`src/rtl/fdd_track_cache_ctrl.sv`:
```
// Floppy track-buffer sequencer: flushes a modified track to SD and loads the
// newly selected track, one 512 B sector at a time, stalling the CPU meanwhile.
module fdd_track_cache_ctrl #(
  parameter int SECS  = 13,
  parameter int TRK_W = 6
) (
  input  logic             clk_sys,
  input  logic             reset,
  input  logic [TRK_W-1:0] track,
  input  logic             disk_we,
  input  logic             img_mounted,
  input  logic             img_present,
  input  logic             img_readonly,
  input  logic             sd_ack,
  output logic [31:0]      sd_lba,
  output logic             sd_rd,
  output logic             sd_wr,
  output logic [3:0]       track_sec,
  output logic             cpu_wait,
  output logic             dirty
);

  typedef enum logic [2:0] {IDLE, WR_REQ, WR_XFER, RD_REQ, RD_XFER} state_t;

  localparam logic [9:0] SECS_W = 10'(SECS);
  localparam logic [3:0] LAST   = 4'(SECS - 1);

  state_t           r_state, w_next;
  logic [TRK_W-1:0] r_cur_track;
  logic [3:0]       r_track_sec;
  logic             r_dirty, r_valid, r_abort, r_ack_d;

  logic w_rise, w_fall, w_last, w_need, w_kill;
  logic w_ld_wr, w_ld_rd, w_inc, w_rd_done, w_abort;
  logic [9:0] w_prod;

  assign w_rise = sd_ack & ~r_ack_d;
  assign w_fall = ~sd_ack & r_ack_d;
  assign w_last = (r_track_sec == LAST);
  assign w_need = img_present & (~r_valid | (track != r_cur_track));
  // A mount (now or earlier in this transfer) cancels the remaining sectors.
  assign w_kill = img_mounted | r_abort;

  // Next state and per-cycle datapath actions.
  always_comb begin
    w_next    = r_state;
    w_ld_wr   = 1'b0;
    w_ld_rd   = 1'b0;
    w_inc     = 1'b0;
    w_rd_done = 1'b0;
    w_abort   = 1'b0;
    case (r_state)
      IDLE: begin
        if (!img_mounted && w_need) begin
          if (r_dirty && !img_readonly) begin
            w_next  = WR_REQ;
            w_ld_wr = 1'b1;
          end else begin
            w_next  = RD_REQ;
            w_ld_rd = 1'b1;
          end
        end
      end
      WR_REQ, RD_REQ: begin
        if (w_kill && !sd_ack) begin
          w_next  = IDLE;
          w_abort = 1'b1;
        end else if (w_rise) begin
          w_next = (r_state == WR_REQ) ? WR_XFER : RD_XFER;
        end
      end
      WR_XFER: begin
        if (w_fall) begin
          if (w_kill) begin
            w_next  = IDLE;
            w_abort = 1'b1;
          end else if (w_last) begin
            w_next  = RD_REQ;
            w_ld_rd = 1'b1;
          end else begin
            w_next = WR_REQ;
            w_inc  = 1'b1;
          end
        end
      end
      RD_XFER: begin
        if (w_fall) begin
          if (w_kill) begin
            w_next  = IDLE;
            w_abort = 1'b1;
          end else if (w_last) begin
            w_next    = IDLE;
            w_rd_done = 1'b1;
          end else begin
            w_next = RD_REQ;
            w_inc  = 1'b1;
          end
        end
      end
      default: w_next = IDLE;
    endcase
  end

  // Ack history is kept through reset so an in-flight ack cannot look like a new rise.
  always_ff @(posedge clk_sys) r_ack_d <= sd_ack;

  // State register plus track/sector/dirty/valid bookkeeping.
  always_ff @(posedge clk_sys) begin
    if (reset) begin
      r_state     <= IDLE;
      r_cur_track <= '0;
      r_track_sec <= '0;
      r_dirty     <= 1'b0;
      r_valid     <= 1'b0;
      r_abort     <= 1'b0;
    end else begin
      r_state <= w_next;
      if (w_ld_wr) r_track_sec <= '0;
      if (w_inc)   r_track_sec <= r_track_sec + 4'd1;
      if (w_ld_rd) begin
        r_cur_track <= track;
        r_track_sec <= '0;
        r_dirty     <= 1'b0;
        r_valid     <= 1'b0;
      end
      if (w_rd_done) r_valid <= 1'b1;
      if (w_abort) begin
        r_dirty <= 1'b0;
        r_valid <= 1'b0;
        r_abort <= 1'b0;
      end else if (img_mounted && r_state != IDLE) begin
        r_abort <= 1'b1;
      end
      if (r_state == IDLE) begin
        if (img_mounted) begin
          r_dirty <= 1'b0;
          r_valid <= 1'b0;
        end else if (disk_we && r_valid && !img_readonly && !w_ld_rd) begin
          r_dirty <= 1'b1;
        end
      end
    end
  end

  // Requests drop combinationally on the ack and whenever an abort is due.
  assign sd_wr     = (r_state == WR_REQ) & ~sd_ack & ~w_kill;
  assign sd_rd     = (r_state == RD_REQ) & ~sd_ack & ~w_kill;
  assign w_prod    = SECS_W * 10'(r_cur_track);
  assign sd_lba    = 32'(w_prod) + 32'(r_track_sec);
  assign track_sec = r_track_sec;
  assign cpu_wait  = (r_state != IDLE);
  assign dirty     = r_dirty;

endmodule

```
`config.mk`:
```
export PLATFORM = sky130hd
export DESIGN_NAME = fdd_track_cache_ctrl
export DESIGN_NICKNAME = d
export VERILOG_FILES = /design/src/rtl/fdd_track_cache_ctrl.sv
export SDC_FILE = /design/constraint.sdc
export NUM_CORES = 1
export LEC_CHECK = 0
export CORE_MARGIN = 5
export CORE_UTILIZATION = 49
export DETAILED_ROUTE_END_ITERATION = 16
export HOLD_SLACK_MARGIN = 0.15
export PLACE_DENSITY_LB_ADDON = 0.1
export SYNTH_ARGS = -nofsm -noshare
export SYNTH_HDL_FRONTEND = slang
export SYNTH_SLANG_ARGS = --single-unit
```
`constraint.sdc`:
```
create_clock -name clk_sys -period 3.76 [get_ports clk_sys]
set_input_delay 0.752 -clock clk_sys [delete_from_list [all_inputs] [get_ports clk_sys]]
set_output_delay 0.752 -clock clk_sys [all_outputs]
set_load 0.03 [all_outputs]
```
Word-level counts from Yosys, hierarchy flattened --
Index checks and enable logic that the tools add are counted.
Cells by class: add/subtract/negate cells 2, multiply operators 1, equality and inequality tests 10, muxes and demuxes 42, bitwise gates (word level) 13, reduce and logical (&&, ||, !) cells 19
Operators by type and width (count):
- two-way mux 1 bit | 26
- two-way mux 3 bit | 6
- one-hot mux 3 bit (4 select lines) | 1
- adder 10 x 4 -> 11 bit | 1
- multiplier 4 x 6 -> 10 bit (first input constant) | 1
- two-way mux 2 bit | 5
- two-way mux 4 bit | 2
- OR reduction 2 bit | 4
- bitwise AND 1 bit | 7
- logical AND 1 bit | 7
- == test 3 x 2 -> 1 bit (second input constant) | 2
- != test 2 bit (second input constant) | 3
- != test 6 bit | 1
- adder 4 x 1 -> 4 bit (second input constant) | 1
- == test 4 bit (second input constant) | 1
- logical NOT 1 bit | 4
- inverter 1 bit | 4
- one-hot mux 1 bit (2 select lines) | 2
- AND reduction 4 bit | 1
- == test 3 x 1 -> 1 bit (second input constant) | 1
- == test 3 bit (second input constant) | 1
- logical NOT 3 bit | 1
- != test 3 bit (second input constant) | 1
- nonzero test 3 bit | 1
- other kinds (2) | 3
Storage, ports and cells: flip-flop bits (word level) 17, input bits 13, output and inout bits 40, logic and storage cells 94

Logic depth before layout (Yosys ltp) --
word-level depth 11, depth in mapped cells 10, gate-level depth less buffers 10

Worst setup path before layout --
Ideal clock, no wire load.
kind register to output, start register r_cur_track[1], end output port sd_lba[10], data arrival time 2.801 ns, data required time 3.008 ns, slack 0.207 ns, stages on the path, launching flop included 11, path buffers 0, cells stage by stage dfxtp_1 ha_1 inv_1 fa_1 inv_1 ha_1 ha_1 inv_1 o21ai_0 nand3_1 o21ai_0
On the way: word-level cells in the longest chain between the ends 2
Ends and longest elaborated chain:
- start: declaration | RTL line 29 | logic [TRK_W-1:0] r_cur_track;
- start signal: assignment | RTL line 121 | r_cur_track <= track;
- multiplier 4 x 6 -> 10 bit | RTL line 148 | assign w_prod = SECS_W * 10'(r_cur_track);
- adder 10 x 4 -> 11 bit | RTL line 149 | assign sd_lba = 32'(w_prod) + 32'(r_track_sec);
- end: declaration | RTL line 15 | output logic [31:0] sd_lba,
No other way between the ends.

Final worst setup path --
start register r_cur_track[2], end output port sd_lba[8]
Same word-level chain as after synthesis.

==> impl_metrics.json <==
{
  "grt_pass1_wl_um": 6870,
  "synthTopCellsByCount": "ha_1 (29), buf_4 (22), inv_1 (19)",
  "ys_types": 53,
  "antenna_found_initial": 0,
  "grt_max_degree": 21,
  "min_period_ps": 3640,
  "synth_top_family_by_area": "adder cells",
  "grt-ovfl-total": 0,
  "cp_slowest_cell": "or4_4",
  "dieWidth_um": 72.9,
  "clock_sinks": 17,
  "num_vias": 1640,
  "syn-instance-count": 226,
  "p_leak_uw": 0.00109,
  "drive_above_1_share_pct": 16.0,
  "cp-end-kind": "primary output",
  "path_clk_slew_ps": 70,
  "first_pass_iters": 4,
  "die_area_mm2": 0.00532,
  "synthMostInstantiatedCell": "ha_1",
  "r2r_end": "dirty$_SDFF_PP0_",
  "cp_max_fo": 4,
  "muxShareOfSynthArea_pct": 0.516,
  "h-tree-depth": 1,
  "cp.depth": 11,
  "ios": 53,
  "met2_usage_pct": 27.6,
  "critPathBufInv": 4,
  "worst_setup_path_start_kind": "flop",
  "synth_compound_area_share_pct": 17.0,
  "seq_area_frac_synth_pct": 17.5,
  "cts-root-buf": "clkbuf_8",
  "start_util_pct": 51.8,
  "fillCellCount": 359,
  "synth_warnings": 0,
  "worstPathCellList": "ha_1 -> inv_1 -> fa_1 -> inv_1 -> ha_4 -> ha_4 -> or4_4 -> nand3_2 -> buf_4 -> xnor2_1 -> buf_4",
  "final-setup-viol-count": 0,
  "max_slew.worst_pin.slew_ps": 642,
  "slew_headroom_pct": 57.1,
  "stdcell_area_mm2": 0.00241,
  "final_nets": 315,
  "worstPathRequired_ps": 3010,
  "rows": 22,
  "synthArstFlopShare_pct": 0,
  "synth.largest_area_cell": "ha_1",
  "place_area_mm2": 0.00227,
  "seq_area_um2": 345,
  "synth-seq-cells": 17,
  "ant_nets": 0,
  "grt_usage_pct": 16.0,
  "cts-buffers-inserted": 3,
  "slowest_delay_ps": 530,
  "crit_family": "adder cells",
  "maxSlewViolCount": 0,
  "syn_avg_cell_area_um2": 8.59,
  "total_power_uw": 970,
  "synth-xor-area-share_pct": 7.22,
  "grt_use_met1_pct": 20.6,
  "antenna_cells": 0,
  "routedWlPerCell_um": 13.2,
  "critPathKind": "flop to primary output",
  "reg2reg_slack_ps": 1670,
  "core_mm2": 0.00374,
  "area_delta_synth_final_pct": 24.2,
  "portBuffers": 31,
  "synth_area_mm2": 0.00194,
  "drc": 0,
  "synthTopCellsByArea": "ha_1 (19%), dfxtp_1 (18%), buf_4 (8.5%), xnor2_1 (5.9%), fa_1 (4.1%)",
  "use_met3_pct": 3.03,
  "synthFlopType": "dfxtp_1",
  "place.gp.congestion": 0.820,
  "peakVddDrop_mv": 0.206,
  "grt_pass1_vias": 1539,
  "die_y_um": 72.9,
  "hpwl_um": 3370,
  "busiest_layer": "met2",
  "postCtsHoldBufs": 0,
  "synthAdderAreaFrac_pct": 22.8,
  "crit_path_start": "r_cur_track[2]$_SDFFE_PP0P_",
  "cts_tree": "yes",
  "viasPerCell": 5.19,
  "reg2reg_from": "r_state[2]$_SDFFE_PP0P_",
  "cts_buffer_depth": 2,
  "reg2regPathDepth": 6,
  "synth_top_area_share_pct": 18.7,
  "status": "completed",
  "hold_viol": 0,
  "finalClockSkew_ps": 3.84,
  "synth_edf_count": 0,
  "cap_violations": 0,
  "power_density_mw_per_mm2": 402,
  "worst_ep_arrival_time_ps": 2890,
  "drt_wl_total_um": 4160,
  "multi_input_area_mm2": 0.00148,
  "post-route-period-util_pct": 96.9,
  "yosys.area_share.simple_pct": 20.5,
  "critPathCapture": "sd_lba[8]",
  "hold_class": "flop to flop",
  "fmax_ghz": 0.275,
  "first_iter_violations": 100,
  "whs_ps": 578,
  "clock_latency_ps": 260
}
## state kept, by name, summed over array words and instances (netlist names)
register	flops
r_abort	1
track_sec	4
dirty	1
r_state	3
r_ack_d	1
r_cur_track	6
r_valid	1
## how the worst min path moves through the flow
stage | from | to | slack, ps | depth (start not counted)
after floorplan | r_abort$_SDFFE_PP0P_ | r_abort$_SDFFE_PP0P_ | 530 | 2
after global placement | r_abort$_SDFFE_PP0P_ | r_abort$_SDFFE_PP0P_ | 560 | 2
after detailed placement | track_sec[0]$_SDFFE_PP0P_ | track_sec[0]$_SDFFE_PP0P_ | 570 | 2
after CTS | dirty$_SDFF_PP0_ | dirty$_SDFF_PP0_ | 590 | 3
after global routing | track_sec[0]$_SDFFE_PP0P_ | track_sec[0]$_SDFFE_PP0P_ | 610 | 2
final | dirty$_SDFF_PP0_ | dirty$_SDFF_PP0_ | 580 | 3
## layer usage
metal / share of wire [%] / wire length [µm]
met2: 50 / 2090
met4: 0.87 / 36
met3: 3.7 / 152
met1: 45 / 1880
met5: 0 / 0
## power by group
part | internal [µW] | leakage (µW) | total, µW | switching, µW
sequential | 204 | 0.000140 | 256 | 52.4
clock | 75.3 | 0.0000228 | 143 | 67.3
combinational | 243 | 0.000926 | 571 | 328
## what timing repair did
item	in CTS	in global routing
gates resized for setup	7	12
endpoints found under the setup margin	4	5
pin swaps	0	8
endpoints found under the hold margin	0	0
buffers inserted	0	1
## stage by stage
stage	setup slack, ps	setup TNS [ps]	util, %	std cells
5_1_grt	-7.02	-7.02	64.4	316
3_5_place_dp	-20.6	-20.6	60.7	311
4_1_cts	0.834	0	62.0	315
2_1_floorplan	207	0	-	246
6_report	118	0	64.4	316
3_3_place_gp	-9.03	-9.03	60.7	311
## cells in the final DEF (no fill, tap or decap), drive strengths merged, types with 4 or more instances in the layout
master / instances
nand2: 9
a21oi: 9
inv: 20
nand4b: 5
dfxtp: 17
buf: 19
conb: 21
fa: 4
clkdlybuf4s50: 24
clkbuf: 4
o21ai: 13
nor2: 12
xnor2: 13
nor3: 6
nand3: 4
ha: 29
nand2b: 8
## area by class of cell
cell class                 instances  area share [%]
multi-input combinational        182            61.5
timing repair buffer              45            16.7
sequential                        17            14.3
inverter                          20            3.11
tap                               48            2.49
clock buffer                       4            1.87
## worst reg2reg max path: cells and delay by family, from the launching register on
kind / cells / cell delay (ps)
AOI/OAI and AO/OA: 2 / 700
DFF: 1 / 660
and+or+nand+nor: 3 / 390
buffers and inverters: 1 / 220
## cells by family (layout without fill, tap and decap cells)
logic type,after synthesis,in the layout
compound gates,47,47
xor+xnor,16,16
fa+ha+maj,33,33
buf+inv,47,69
flops,17,17
mux,1,1
other cells,1,21
simple gates,64,64
Power figures use the tool's default switching activity.
